<file path="config.mk">
export PLATFORM = sky130hd
export DESIGN_NAME = mult_acc_pipe_param
export DESIGN_NICKNAME = d
export VERILOG_FILES = /design/src/rtl/mult_acc_pkg.sv /design/src/rtl/mult_pipe_core.sv /design/src/rtl/mult_acc_pipe_param.sv
export SDC_FILE = /design/constraint.sdc
export NUM_CORES = 2
export LEC_CHECK = 0
export CORE_MARGIN = 5
export CORE_UTILIZATION = 44
export CTS_CLUSTER_SIZE = 24
export DETAILED_ROUTE_END_ITERATION = 10
export GPL_TIMING_DRIVEN = 0
export HOLD_SLACK_MARGIN = 0.08
export PLACE_DENSITY = 0.58
export SYNTH_ARGS = -nofsm -noshare
export SYNTH_HDL_FRONTEND = slang
export SYNTH_SLANG_ARGS = --single-unit
</file>
<file path="constraint.sdc">
create_clock -name clock0 -period 10.45 [get_ports clock0]
set_input_delay 2.09 -clock clock0 [delete_from_list [all_inputs] [get_ports clock0]]
set_output_delay 2.09 -clock clock0 [all_outputs]
set_load 0.02 [all_outputs]
</file>
<file path="src/rtl/mult_acc_pkg.sv">
// Shared types and helpers for the pipelined multiply-accumulate unit.
// Sideband is carried as a packed struct; the id field is sized for the widest supported tag.
package mult_acc_pkg;

  localparam int SB_ID_MAX = 16;

  function automatic int calc_p_width(input int a_w, input int b_w, input int guard);
    return a_w + b_w + guard;
  endfunction

  typedef struct packed {
    logic                 is_signed;
    logic                 acc_en;
    logic                 acc_clr;
    logic [SB_ID_MAX-1:0] id;
  } op_sb_t;

  // Unsigned ops flag carry-out; signed ops flag a sign flip of two like-signed addends.
  function automatic logic add_overflow(input logic is_signed, input logic carry,
                                        input logic acc_msb, input logic add_msb,
                                        input logic sum_msb);
    if (is_signed) return (acc_msb == add_msb) && (sum_msb != acc_msb);
    return carry;
  endfunction

endpackage

</file>
<file path="src/rtl/mult_pipe_core.sv">
// Extended multiplier followed by PIPE_STAGES-1 product/sideband register stages.
// Latency: PIPE_STAGES-1 adv-cycles (combinational pass-through when PIPE_STAGES=1).
// Backpressure: every stage holds while adv=0; reset clears all stage valids.
module mult_pipe_core
  import mult_acc_pkg::*;
#(
  parameter int A_WIDTH     = 28,
  parameter int B_WIDTH     = 20,
  parameter int P_WIDTH     = 56,
  parameter int PIPE_STAGES = 3
) (
  input  logic               clock0,
  input  logic               reset,
  input  logic               adv,
  input  logic               in_vld,
  input  logic [A_WIDTH-1:0] a,
  input  logic [B_WIDTH-1:0] b,
  input  op_sb_t             in_sb,
  output logic               fin_vld,
  output logic [P_WIDTH-1:0] fin_prod,
  output op_sb_t             fin_sb
);

  localparam int FW = A_WIDTH + B_WIDTH + 2;

  logic signed [A_WIDTH:0]   a_s;
  logic signed [B_WIDTH:0]   b_s;
  logic signed [FW-1:0]      prod_s;
  logic        [P_WIDTH-1:0] prod_ext;

  // One extra top bit makes a single signed multiplier serve both modes.
  assign a_s      = {in_sb.is_signed & a[A_WIDTH-1], a};
  assign b_s      = {in_sb.is_signed & b[B_WIDTH-1], b};
  assign prod_s   = FW'(a_s) * FW'(b_s);
  assign prod_ext = P_WIDTH'(prod_s);

  generate
    if (PIPE_STAGES == 1) begin : g_comb
      assign fin_vld  = in_vld;
      assign fin_prod = prod_ext;
      assign fin_sb   = in_sb;
    end else begin : g_regs
      localparam int N = PIPE_STAGES - 1;

      logic               vld_q  [N];
      logic [P_WIDTH-1:0] prod_q [N];
      op_sb_t             sb_q   [N];

      always_ff @(posedge clock0) begin
        if (reset) begin
          for (int i = 0; i < N; i++) begin
            vld_q[i]  <= 1'b0;
            prod_q[i] <= '0;
            sb_q[i]   <= '0;
          end
        end else if (adv) begin
          vld_q[0]  <= in_vld;
          prod_q[0] <= prod_ext;
          sb_q[0]   <= in_sb;
          for (int i = 1; i < N; i++) begin
            vld_q[i]  <= vld_q[i-1];
            prod_q[i] <= prod_q[i-1];
            sb_q[i]   <= sb_q[i-1];
          end
        end
      end

      assign fin_vld  = vld_q[N-1];
      assign fin_prod = prod_q[N-1];
      assign fin_sb   = sb_q[N-1];
    end
  endgenerate

endmodule

</file>
<file path="src/rtl/mult_acc_pipe_param.sv">
// Pipelined signed/unsigned multiplier with optional accumulate into Y and per-result overflow.
// Latency: PIPE_STAGES adv-cycles from accept to out_valid; 1 op/cycle with out_ready=1.
// Backpressure: global stall, in_ready = !out_valid || out_ready (0 during reset).
module mult_acc_pipe_param
  import mult_acc_pkg::*;
#(
  parameter  int A_WIDTH     = 28,
  parameter  int B_WIDTH     = 20,
  parameter  int ACC_GUARD   = 8,
  parameter  int PIPE_STAGES = 3,
  parameter  int ID_WIDTH    = 4,
  localparam int P_WIDTH     = calc_p_width(A_WIDTH, B_WIDTH, ACC_GUARD)
) (
  input  logic                clock0,
  input  logic                reset,
  input  logic                in_valid,
  output logic                in_ready,
  input  logic [A_WIDTH-1:0]  A,
  input  logic [B_WIDTH-1:0]  B,
  input  logic                is_signed,
  input  logic                acc_en,
  input  logic                acc_clr,
  input  logic [ID_WIDTH-1:0] id,
  output logic [P_WIDTH-1:0]  Y,
  output logic                overflow,
  output logic [ID_WIDTH-1:0] id_out,
  output logic                out_valid,
  input  logic                out_ready
);

  logic               adv;
  logic               accept;
  op_sb_t             in_sb;
  op_sb_t             fin_sb;
  logic               fin_vld;
  logic [P_WIDTH-1:0] fin_prod;
  logic [P_WIDTH-1:0] sum;
  logic               carry;
  logic               unused_id_hi;

  assign adv      = !out_valid || out_ready;
  assign in_ready = adv && !reset;
  assign accept   = in_valid && in_ready;

  always_comb begin
    in_sb                    = '0;
    in_sb.is_signed          = is_signed;
    in_sb.acc_en             = acc_en;
    in_sb.acc_clr            = acc_clr;
    in_sb.id[ID_WIDTH-1:0]   = id;
  end

  mult_pipe_core #(
    .A_WIDTH    (A_WIDTH),
    .B_WIDTH    (B_WIDTH),
    .P_WIDTH    (P_WIDTH),
    .PIPE_STAGES(PIPE_STAGES)
  ) u_core (
    .clock0  (clock0),
    .reset   (reset),
    .adv     (adv),
    .in_vld  (accept),
    .a       (A),
    .b       (B),
    .in_sb   (in_sb),
    .fin_vld (fin_vld),
    .fin_prod(fin_prod),
    .fin_sb  (fin_sb)
  );

  // Y doubles as the accumulator; the sum wraps modulo 2^P_WIDTH.
  assign {carry, sum} = {1'b0, Y} + {1'b0, fin_prod};

  always_ff @(posedge clock0) begin
    if (reset) begin
      Y         <= '0;
      overflow  <= 1'b0;
      id_out    <= '0;
      out_valid <= 1'b0;
    end else if (adv) begin
      out_valid <= fin_vld;
      if (fin_vld) begin
        id_out <= fin_sb.id[ID_WIDTH-1:0];
        if (!fin_sb.acc_en || fin_sb.acc_clr) begin
          Y        <= fin_prod;
          overflow <= 1'b0;
        end else begin
          Y        <= sum;
          overflow <= add_overflow(fin_sb.is_signed, carry, Y[P_WIDTH-1],
                                   fin_prod[P_WIDTH-1], sum[P_WIDTH-1]);
        end
      end
    end
  end

  assign unused_id_hi = ^fin_sb.id;

endmodule

</file>
==> results summary <==
The run finished with clean final reports. The clock input transition at the sequential cells of the worst setup and hold paths is 0.07 ns. The number of buffers added for setup after CTS came out at 0. Counting distinct cell types in the post-synthesis netlist gives 73. The remaining global-route overflow came out at 0. The die covers 76900 um^2. The synthesized netlist cell count is 3496. Routability-driven placement finished with a final weighted congestion of 0.974.

In this run the worst hold path is classified as flip-flop to flip-flop. The number of nets at the end of the flow came out at 4472. The global-route wire length before repair is 153000 um. The initial utilization of the core area, before any placement, comes to 44.2%. The floorplan row count is 98.

CTS placed an instance of sky130_fd_sc_hd__clkbuf_16 at the clock tree root. The final cycle utilization of the critical path is 96.2%. The final setup slack of the worst path came out at 0.395 ns. The number of flops mapped to enable cells by yosys is 116. The worst setup path is launched from an input port. The synthesis warning total came out at 0. The post-route netlist has 2.23% of its cells at a drive strength greater than 1. TritonCTS built the clock tree. Clock skew on the completed layout was measured at 0.0128 ns.

The signed area change from the synthesized netlist to the final layout came out at 9.12%. The core outline area came out at 71200 um^2. In this run the tool buffered the top-level ports with 102 buffer cells. The number of clock buffers added by TritonCTS is 17. The number of routed nets with antenna violations came out at 0. Counting along the longest clock path gives a buffer depth of 2. Along the worst path, the maximum fanout reaches 10. Counting flops with an async set or reset pin after synthesis yields a share of 0%. The final wirelength is 99400 um. The count of hold buffers inserted by post-cts repair is 0. The number of primary I/O pins came out at 122.

The worst setup path is captured at a flip-flop. The largest stage delay on the critical path is 0.84 ns. The routed length per instance came out at 21.7 um. The worst hold slack is 0.454 ns.

The tool flagged a number of max-cap violations equal to 0. The via count came out at 24300. For this design, the slowest cell found on the critical path is sky130_fd_sc_hd__clkbuf_1.

The path depth of the worst reg2reg path came out at 12. The die outline width is 277 um. Counting flops and latches in the post-synthesis netlist gives 178. The final number of max-transition violations came out at 0. For this run, the total global-route usage over all layers was measured as 25.9%. The tree built by TritonCTS fans out to 178 sinks.

After layout, the minimum clock period comes to 10.05 ns. The DRC violations left came out at 0. The register area share after synthesis is 15.0%. The maximum frequency from static timing analysis is 99.5 MHz. The net count of the mapped netlist came out at 4350. The number of global-route vias before repair is 25100. The normalized max-slew margin came out at 14.3%. The initial antenna violation count is 1.

After the first detailed-routing iteration, the DRC count stood at 1471. The summed negative setup slack over all endpoints is 0 ns. The critical path is of the input port to flip-flop type.

The die is 277 um tall. The post-placement setup slack is -0.154 ns. At the worst endpoint, the required time is 10.63 ns. In the synthesized netlist the dominant register cell turns out to be sky130_fd_sc_hd__edfxtp_1. The most numerous cell type found on the critical path is sky130_fd_sc_hd__fa_1. The count of H-tree levels built during CTS is 4.

The data arrival time of the worst path is 10.23 ns. The number of vias per cell came out at 5.29. The pin count of the biggest net entering global routing is 63. The final hold violation count was 0. The detailed placer's ending HPWL came out at 81400 um. The mean post-synth cell area came out at 9.00 um^2.

The slew at the pin closest to its max-slew limit came out at 1.29 ns. The total of endpoints with negative setup slack in the final report came out at 0. The clock latency reported for the late side of the worst-skew pair came out at 0.44 ns. Setup repair after global routing left no endpoint under its margin. The first detailed-routing pass ran for 6 iterations. Summing every instance area after synthesis gives 31500 um^2. The hold path depth is 2.
==> cells in the final DEF, fill, tap and decap left out, types with 17 or more instances in the layout <==
master / Yosys / final
sky130_fd_sc_hd__inv_1: 683 / 683
sky130_fd_sc_hd__fa_1: 613 / 613
sky130_fd_sc_hd__nand2_1: 568 / 567
sky130_fd_sc_hd__clkbuf_1: 186 / 185
sky130_fd_sc_hd__ha_1: 182 / 182
sky130_fd_sc_hd__and2_1: 154 / 154
sky130_fd_sc_hd__nor2_1: 137 / 137
sky130_fd_sc_hd__a21oi_1: 133 / 133
sky130_fd_sc_hd__edfxtp_1: 116 / 116
sky130_fd_sc_hd__clkdlybuf4s50_1: 0 / 102
sky130_fd_sc_hd__and3_1: 99 / 99
sky130_fd_sc_hd__o21ai_0: 78 / 78
sky130_fd_sc_hd__xnor2_1: 63 / 63
sky130_fd_sc_hd__dfxtp_1: 62 / 62
sky130_fd_sc_hd__a21o_1: 62 / 62
sky130_fd_sc_hd__xor2_1: 35 / 35
sky130_fd_sc_hd__o21bai_1: 25 / 25
sky130_fd_sc_hd__nand3_1: 24 / 24
sky130_fd_sc_hd__a311oi_1: 24 / 24
sky130_fd_sc_hd__nor3_1: 23 / 23
sky130_fd_sc_hd__a31oi_1: 22 / 22
sky130_fd_sc_hd__nand4_1: 20 / 20
sky130_fd_sc_hd__clkbuf_16: 0 / 17
==> Yosys cell counts, drive strengths merged, types with 5 or more instances <==
library cell	n	area share (%)
inv	684	8.2
fa	613	39
nand2	568	6.8
clkbuf	186	2.2
ha	182	7.2
and2	154	3.1
a21oi	138	2.3
nor2	137	1.6
edfxtp	116	11
and3	100	2.0
o21ai	93	1.5
xnor2	63	1.8
a21o	62	1.5
dfxtp	62	3.9
xor2	35	0.97
nand3	25	0.41
o21bai	25	0.60
a311oi	24	0.67
nor3	24	0.40
a31oi	22	0.44
nand4	20	0.40
buf	19	0.27
a211oi	14	0.37
nand2b	12	0.24
o21a	11	0.26
or2	11	0.22
o211ai	10	0.24
o31ai	10	0.34
nor2b	9	0.18
or3	8	0.16
nor4	7	0.16
a2111oi	6	0.23
a31o	5	0.14
==> layout make-up <==
| cell class | instances | area, um^2 |
|---|---|---|
| Timing Repair Buffer | 103 | 1050 |
| Sequential cell | 178 | 4720 |
| Clock buffer | 18 | 429 |
| Antenna cell | 7 | 17.5 |
| Clock inverter | 14 | 169 |
| Multi-Input combinational cell | 2429 | 23400 |
| Inverter | 684 | 2570 |
| Tap cell | 950 | 1190 |
| Buffer | 205 | 792 |
| Fill cell | 7012 | 36900 |
==> per-layer routing <==
| metal | vias to the layer above | global-route usage, % | routed length [um] | share of wire [%] |
|---|---|---|---|---|
| met5 | - | 0 | 0 | 0 |
| met4 | 0 | 7.36 | 3130 | 3.1 |
| met3 | 135 | 4.58 | 7600 | 7.6 |
| met2 | 906 | 43.3 | 46800 | 47 |
| met1 | 12100 | 35.0 | 41900 | 42 |
| li1 | 11100 | - | - | - |
==> kinds of logic (layout without fill, tap and decap cells) <==
logic type	Yosys count	after routing	share of synthesized area (%)
xor+xnor	98	98	2.73
flops	178	178	15.0
fa+ha+maj	795	795	46.2
simple gates	1084	1084	15.9
mux	1	1	0.0318
other cells	0	7	0
buf+inv	889	1024	10.7
compound gates	451	451	9.45
==> per-stage QoR <==
step | instances | util, % | cell area (um^2)
2_1_floorplan | 3496 | - | 31500
3_3_place_gp | 4548 | 47.3 | 33700
3_5_place_dp | 4549 | 47.3 | 33700
4_1_cts | 4581 | 48.1 | 34300
5_1_grt | 4581 | 48.2 | 34300
6_report | 4588 | 48.2 | 34300
==> worst paths after layout <==
| kind | startpoint | end | slack [ns] |
|---|---|---|---|
| hold reg to reg | id_out[3]$_SDFFE_PP0P_ | id_out[3]$_SDFFE_PP0P_ | 0.45 |
| hold / removal | id_out[3]$_SDFFE_PP0P_ | id_out[3]$_SDFFE_PP0P_ | 0.45 |
| setup reg to reg | Y[0]$_SDFFE_PP0P_ | Y[46]$_SDFFE_PP0P_ | 6.76 |
| setup / recovery | B[13] | u_core.g_regs.prod_q[0][47]$_SDFFCE_PN0P_ | 0.40 |
==> critical path: cells and delay by family <==
kind	cells	cell delay, ns
fa+ha+maj	8	3.84
simple gates	5	0.88
xor+xnor	1	0.15
compound gates	5	1.23
buf+inv	6	2.01
==> timing repair <==
item	in CTS	in global routing
endpoints found under the setup margin	0	3
gates resized for setup	0	4
endpoints found under the hold margin	0	0
==> state kept, by name (all words and copies together), names as in the netlist <==
| name | cells |
|---|---|
| u_core.g_regs.sb_q | 14 |
| id_out | 4 |
| u_core.g_regs.vld_q | 2 |
| overflow | 1 |
| Y | 56 |
| u_core.g_regs.prod_q | 100 |
| out_valid | 1 |
Power is not shown: default switching activity piles up to over one toggle a cycle in this logic, so the estimate is an artifact.
